File: config.mk
export PLATFORM = sky130hd
export DESIGN_NAME = decimator_n
export DESIGN_NICKNAME = d
export VERILOG_FILES = /design/src/rtl/decimator_n.sv
export SDC_FILE = /design/constraint.sdc
export NUM_CORES = 1
export LEC_CHECK = 0
export CAP_MARGIN = 25
export CORE_ASPECT_RATIO = 1.5
export CORE_MARGIN = 1.5
export CORE_UTILIZATION = 56
export DETAILED_ROUTE_END_ITERATION = 12
export GPL_ROUTABILITY_DRIVEN = 1
export HOLD_SLACK_MARGIN = 0.15
export PLACE_DENSITY = 0.78
export SKIP_LAST_GASP = 1
export SYNTH_ARGS = -nofsm -noshare
export SYNTH_HDL_FRONTEND = slang
export SYNTH_SLANG_ARGS = --single-unit
export TNS_END_PERCENT = 30
File: constraint.sdc
create_clock -name clock -period 3.4 [get_ports clock]
set_clock_uncertainty 0.1 [all_clocks]
set_input_delay 1.02 -clock clock [delete_from_list [all_inputs] [get_ports clock]]
set_output_delay 1.02 -clock clock [all_outputs]
set_load 0.01 [all_outputs]
File: src/rtl/decimator_n.sv
// decimator_n: decimates a two's-complement sample stream by a run-time
// factor M (1..2^factor_width-1). Pick mode outputs the first sample of each
// group; sum mode outputs the full-precision sum of all M samples.
//
// Handshake: a sample is accepted on a rising clock edge when in_valid=1 and
// hold=0. There is no backpressure. out_valid is a one-cycle strobe that
// qualifies data_out in the cycle after the edge that accepted the group's
// last sample. hold=1 freezes all state and forces out_valid low.
module decimator_n #(
  parameter int word_length  = 8,
  parameter int factor_width = 4,
  parameter int out_length   = word_length + factor_width
) (
  input  logic                    clock,
  input  logic                    reset,
  input  logic [word_length-1:0]  data_in,
  input  logic                    in_valid,
  input  logic                    hold,
  input  logic [factor_width-1:0] factor,
  input  logic                    mode,
  output logic [out_length-1:0]   data_out,
  output logic                    out_valid,
  output logic [factor_width-1:0] phase
);

  localparam int ext_bits = out_length - word_length;
  localparam logic [factor_width-1:0] one_f = {{(factor_width-1){1'b0}}, 1'b1};

  logic [factor_width-1:0] phase_q, phase_d;
  logic [out_length-1:0]   acc_q, acc_d;
  logic [word_length-1:0]  pick_q, pick_d;
  logic [factor_width-1:0] m_act_q, m_act_d;
  logic                    mode_act_q, mode_act_d;
  logic [out_length-1:0]   data_out_q, data_out_d;
  logic                    out_valid_q, out_valid_d;

  logic                    accept;
  logic                    at_start;
  logic [factor_width-1:0] m_req;
  logic [factor_width-1:0] m_cur;
  logic                    mode_cur;
  logic                    group_end;
  logic [out_length-1:0]   data_ext;
  logic [out_length-1:0]   pick_ext;

  // Decode acceptance and the configuration governing the current sample.
  // At phase 0 the incoming factor/mode take effect immediately so that a
  // one-sample group (M=1) uses the freshly requested configuration.
  always_comb begin
    accept    = in_valid && !hold;
    at_start  = (phase_q == '0);
    m_req     = (factor == '0) ? one_f : factor;
    m_cur     = at_start ? m_req : m_act_q;
    mode_cur  = at_start ? mode : mode_act_q;
    group_end = accept && (phase_q == (m_cur - one_f));
    data_ext  = {{ext_bits{data_in[word_length-1]}}, data_in};
    pick_ext  = {{ext_bits{pick_q[word_length-1]}}, pick_q};
  end

  // Next-state logic for phase, accumulator, captured config and output.
  always_comb begin
    phase_d     = phase_q;
    acc_d       = acc_q;
    pick_d      = pick_q;
    m_act_d     = m_act_q;
    mode_act_d  = mode_act_q;
    data_out_d  = data_out_q;
    out_valid_d = 1'b0;
    if (accept) begin
      if (at_start) begin
        m_act_d    = m_req;
        mode_act_d = mode;
        acc_d      = data_ext;
        pick_d     = data_in;
      end else begin
        acc_d = acc_q + data_ext;
      end
      if (group_end) begin
        out_valid_d = 1'b1;
        phase_d     = '0;
        if (at_start) begin
          // Single-sample group: the output is the incoming sample itself.
          data_out_d = data_ext;
        end else begin
          data_out_d = mode_cur ? (acc_q + data_ext) : pick_ext;
        end
      end else begin
        phase_d = phase_q + one_f;
      end
    end
  end

  // State registers; reset discards any partial group.
  always_ff @(posedge clock or posedge reset) begin
    if (reset) begin
      phase_q     <= '0;
      acc_q       <= '0;
      pick_q      <= '0;
      m_act_q     <= one_f;
      mode_act_q  <= 1'b0;
      data_out_q  <= '0;
      out_valid_q <= 1'b0;
    end else begin
      phase_q     <= phase_d;
      acc_q       <= acc_d;
      pick_q      <= pick_d;
      m_act_q     <= m_act_d;
      mode_act_q  <= mode_act_d;
      data_out_q  <= data_out_d;
      out_valid_q <= out_valid_d;
    end
  end

  assign data_out  = data_out_q;
  assign out_valid = out_valid_q;
  assign phase     = phase_q;

endmodule

==> impl_metrics.env <==
export IMPL_outcome="finished clean"
export IMPL_clkSinkCount=42
export IMPL_grt_pass1_vias=2175
export IMPL_finalSetupViolCount=0
export IMPL_initial_core_util_pct=58.5
export IMPL_avgSynthCellArea_um2=10.2
export IMPL_yosys_area_share_simple_pct=13.8
export IMPL_die_x_um=59.5
export IMPL_die_area_um2=5210
export IMPL_maxSlewHeadroom_pct=59.2
export IMPL_synth_async_reset_ratio_pct=100
export IMPL_period_share_pct=96.5
export IMPL_cts_tree="done"
export IMPL_p_leak_nw=1.53
export IMPL_synthTopCellsByCount="dfrtp_1, nand2_1, nor2_1, o21ai_0, mux2_2"
export IMPL_max_cap_viol_count=0
export IMPL_synth_nets=295
export IMPL_cts_buffers=5
export IMPL_clockBufferDepth=2
export IMPL_synth_cells=263
export IMPL_p_int_mw=1.90
export IMPL_synth_area_top_cells="dfrtp_1, mux2_2, ha_1"
export IMPL_synth_compound_area_share_pct=16.4
export IMPL_antenna_left=0
export IMPL_place_area_um2=3210
export IMPL_end_kind="flip-flop"
export IMPL_grt_first_pass_wirelength_mm=9.56
export IMPL_syn2layout_area_growth_pct=25.2
export IMPL_fmaxAchievable_mhz=305
export IMPL_drc=0
export IMPL_ys_seq_elements=42
export IMPL_core_um2=4580
export IMPL_clk_pin_slew_ns=0.08
export IMPL_path_class="input port to flip-flop"
export IMPL_crit_fanout=5
export IMPL_h_tree_depth=2
export IMPL_crit_start="data_in[4]"
export IMPL_drtIter0Drc=99
export IMPL_layout_drive_gt1_share_pct=22.3
export IMPL_ctsHoldBuffers=0
export IMPL_synthAdderAreaFrac_pct=7.29
export IMPL_synthFlopType="dfrtp_1"
export IMPL_wl_mm=5.85
export IMPL_period_minus_slack_ns=3.28
export IMPL_io_buffers=33
export IMPL_io_pins=34
export IMPL_max_stage_delay_ns=0.45
export IMPL_worst_slack_ns=0.119
export IMPL_hpwl_mm=4.11
export IMPL_post_synth_top_area_cell="dfrtp_1"
export IMPL_root_buffer="clkbuf_8"
export IMPL_clk_latency_ns=0.29
export IMPL_slew_viol_final=0
export IMPL_p_comb_share_pct=60.2
export IMPL_path_cells="clkdlybuf4s50_1 -> ha_1 -> a2111oi_1 -> o21ai_1 -> a21oi_1 -> xnor2_1 -> a311o_1 -> mux2_2"
export IMPL_reg2reg_from="phase[0]$_DFFE_PP0P_"
export IMPL_synth_edff_count=0
export IMPL_track_usage_pct=24.0
export IMPL_hold_path_class="flip-flop to flip-flop"
export IMPL_rsz0062_at_grt="yes"
export IMPL_stdcell_area_um2=3350
export IMPL_fillers=348
export IMPL_overflow=0
export IMPL_setup_worst_path_start_class="input port"
export IMPL_cpMaxStageDelayCell="clkdlybuf4s50_1"
export IMPL_routed_via_density=5.72
export IMPL_ys_types=55
export IMPL_synth_top_area_share_pct=38.3
export IMPL_grt_antenna_before_repair=0
export IMPL_diodes=0
export IMPL_crit_arrival_ns=3.36
export IMPL_muxShareOfSynthArea_pct=14.1
export IMPL_clkPwrFrac_pct=10.6
export IMPL_syn_area_um2=2680
export IMPL_power_mw=3.16
export IMPL_seq_area_frac_synth_pct=39.3
export IMPL_num_rows=30
export IMPL_required_ns=3.48
export IMPL_yosysWarningCount=0
export IMPL_post_route_util_pct=73.2
export IMPL_peakVddDrop_mv=0.536
export IMPL_synth_top_family_by_area="compound AO/OA/AOI/OAI gates"
export IMPL_hold_viol=0
export IMPL_wl_per_cell_um=15.3
export IMPL_die_y_um=87.7
export IMPL_tightest_slew_ns=0.612
export IMPL_switchingPower_mw=1.26
export IMPL_grt_max_degree=43
export IMPL_first_pass_iters=5
export IMPL_synth_xor_area_share_pct=5.56
export IMPL_swShare_pct=39.8
export IMPL_synth_most_common_cell="dfrtp_1"
export IMPL_hold_start="acc_q[2]$_DFFE_PP0P_"
export IMPL_vias=2184
export IMPL_gp_congestion=0.819
export IMPL_pre_cts_slack_ns=-0.442
export IMPL_power_frac_seq_pct=29.2
export IMPL_power_density_nw_per_um2=942
export IMPL_fin_nets=349
final cells by class:
cell class | count | area, µm² | area share (%)
timing repair buffer | 60 | 551 | 16.4
clock inverter | 2 | 12.5 | 0.373
multi-input combinational | 202 | 1550 | 46.3
tap | 64 | 80.1 | 2.39
sequential | 42 | 1050 | 31.4
inverter | 6 | 22.5 | 0.672
clock buffer | 6 | 82.6 | 2.46
cells by family after synthesis:
group                      count (synthesis)
and+or+nand+nor                           74
DFF                                       42
adders and majority gates                 15
muxes                                     33
AOI/OAI and AO/OA                         63
buffers and inverters                     19
xor gates and xnor gates                  17
sequential cells by signal, summed over array words and instances (netlist names):
register    cells
phase           4
m_act_q         4
acc_q          12
pick_q          8
out_valid       1
mode_act_q      1
data_out       12
per-layer routing:
metal  vias to the layer above  global-route usage [%]  wire [µm]
met2                        58                    41.5       3100
met1                      1062                    28.9       2460
li1                       1054                       -          -
met5                         -                       0          0
met3                        10                    3.69        190
met4                         0                    10.3        109
cells in the final DEF (no fill, tap or decap), types with 5 or more instances in the layout:
cell type / instances
a21o_1: 5
mux2_2: 18
nand2_1: 30
xnor2_1: 11
inv_1: 6
o21ai_0: 18
mux2i_1: 10
nor2_1: 21
clkbuf_8: 6
a21oi_1: 7
mux2_4: 5
a31oi_1: 7
ha_1: 13
clkdlybuf4s50_1: 31
dfrtp_1: 41
xor2_1: 6
buf_4: 26
power by group through the flow:
stage          registers (mW)  clock network (mW)  logic, mW
6_report                0.922               0.336       1.90
4_1_cts                 0.916               0.344       1.85
5_1_grt                 0.950               0.358       2.10
3_3_place_gp            0.916                   0       1.76
2_1_floorplan           0.884                   0       1.29
3_5_place_dp            0.928                   0       1.82
stage by stage:
| stage | hold WS [ns] | std cells | TNS [ns] |
|---|---|---|---|
| 2_1_floorplan | 0.343 | 263 | 0 |
| 3_3_place_gp | 0.361 | 371 | -2.19 |
| 3_5_place_dp | 0.367 | 371 | -2.40 |
| 4_1_cts | 0.389 | 379 | 0 |
| 5_1_grt | 0.417 | 382 | -0.00714 |
| 6_report | 0.395 | 382 | 0 |
final timing paths:
path	end	slack [ns]	depth (start not counted)
worst min-delay path	acc_q[2]$_DFFE_PP0P_	0.39	2
worst min register to register	acc_q[2]$_DFFE_PP0P_	0.39	2
worst max-delay path	data_out[9]$_DFFE_PP0P_	0.12	8
min in group asynchronous	data_out[1]$_DFFE_PP0P_	1.06	3
max in group asynchronous	m_act_q[0]$_DFFE_PP1P_	1.76	3
worst max register to register	data_out[2]$_DFFE_PP0P_	0.47	10
what timing repair did:
item,4_1_cts,5_1_grt
gates cloned,0,0
pin swaps,1,7
gates resized for setup,3,8
setup endpoints to repair,2,6
buffers inserted,0,3
critical path: cells and delay by family:
family          cells  cell delay (ns)
fa+ha+maj           1             0.37
xor+xnor            1             0.10
mux                 1             0.27
compound gates      4             1.15
buf+inv             1             0.45
Note: power is estimated with default switching activity, not from simulation.
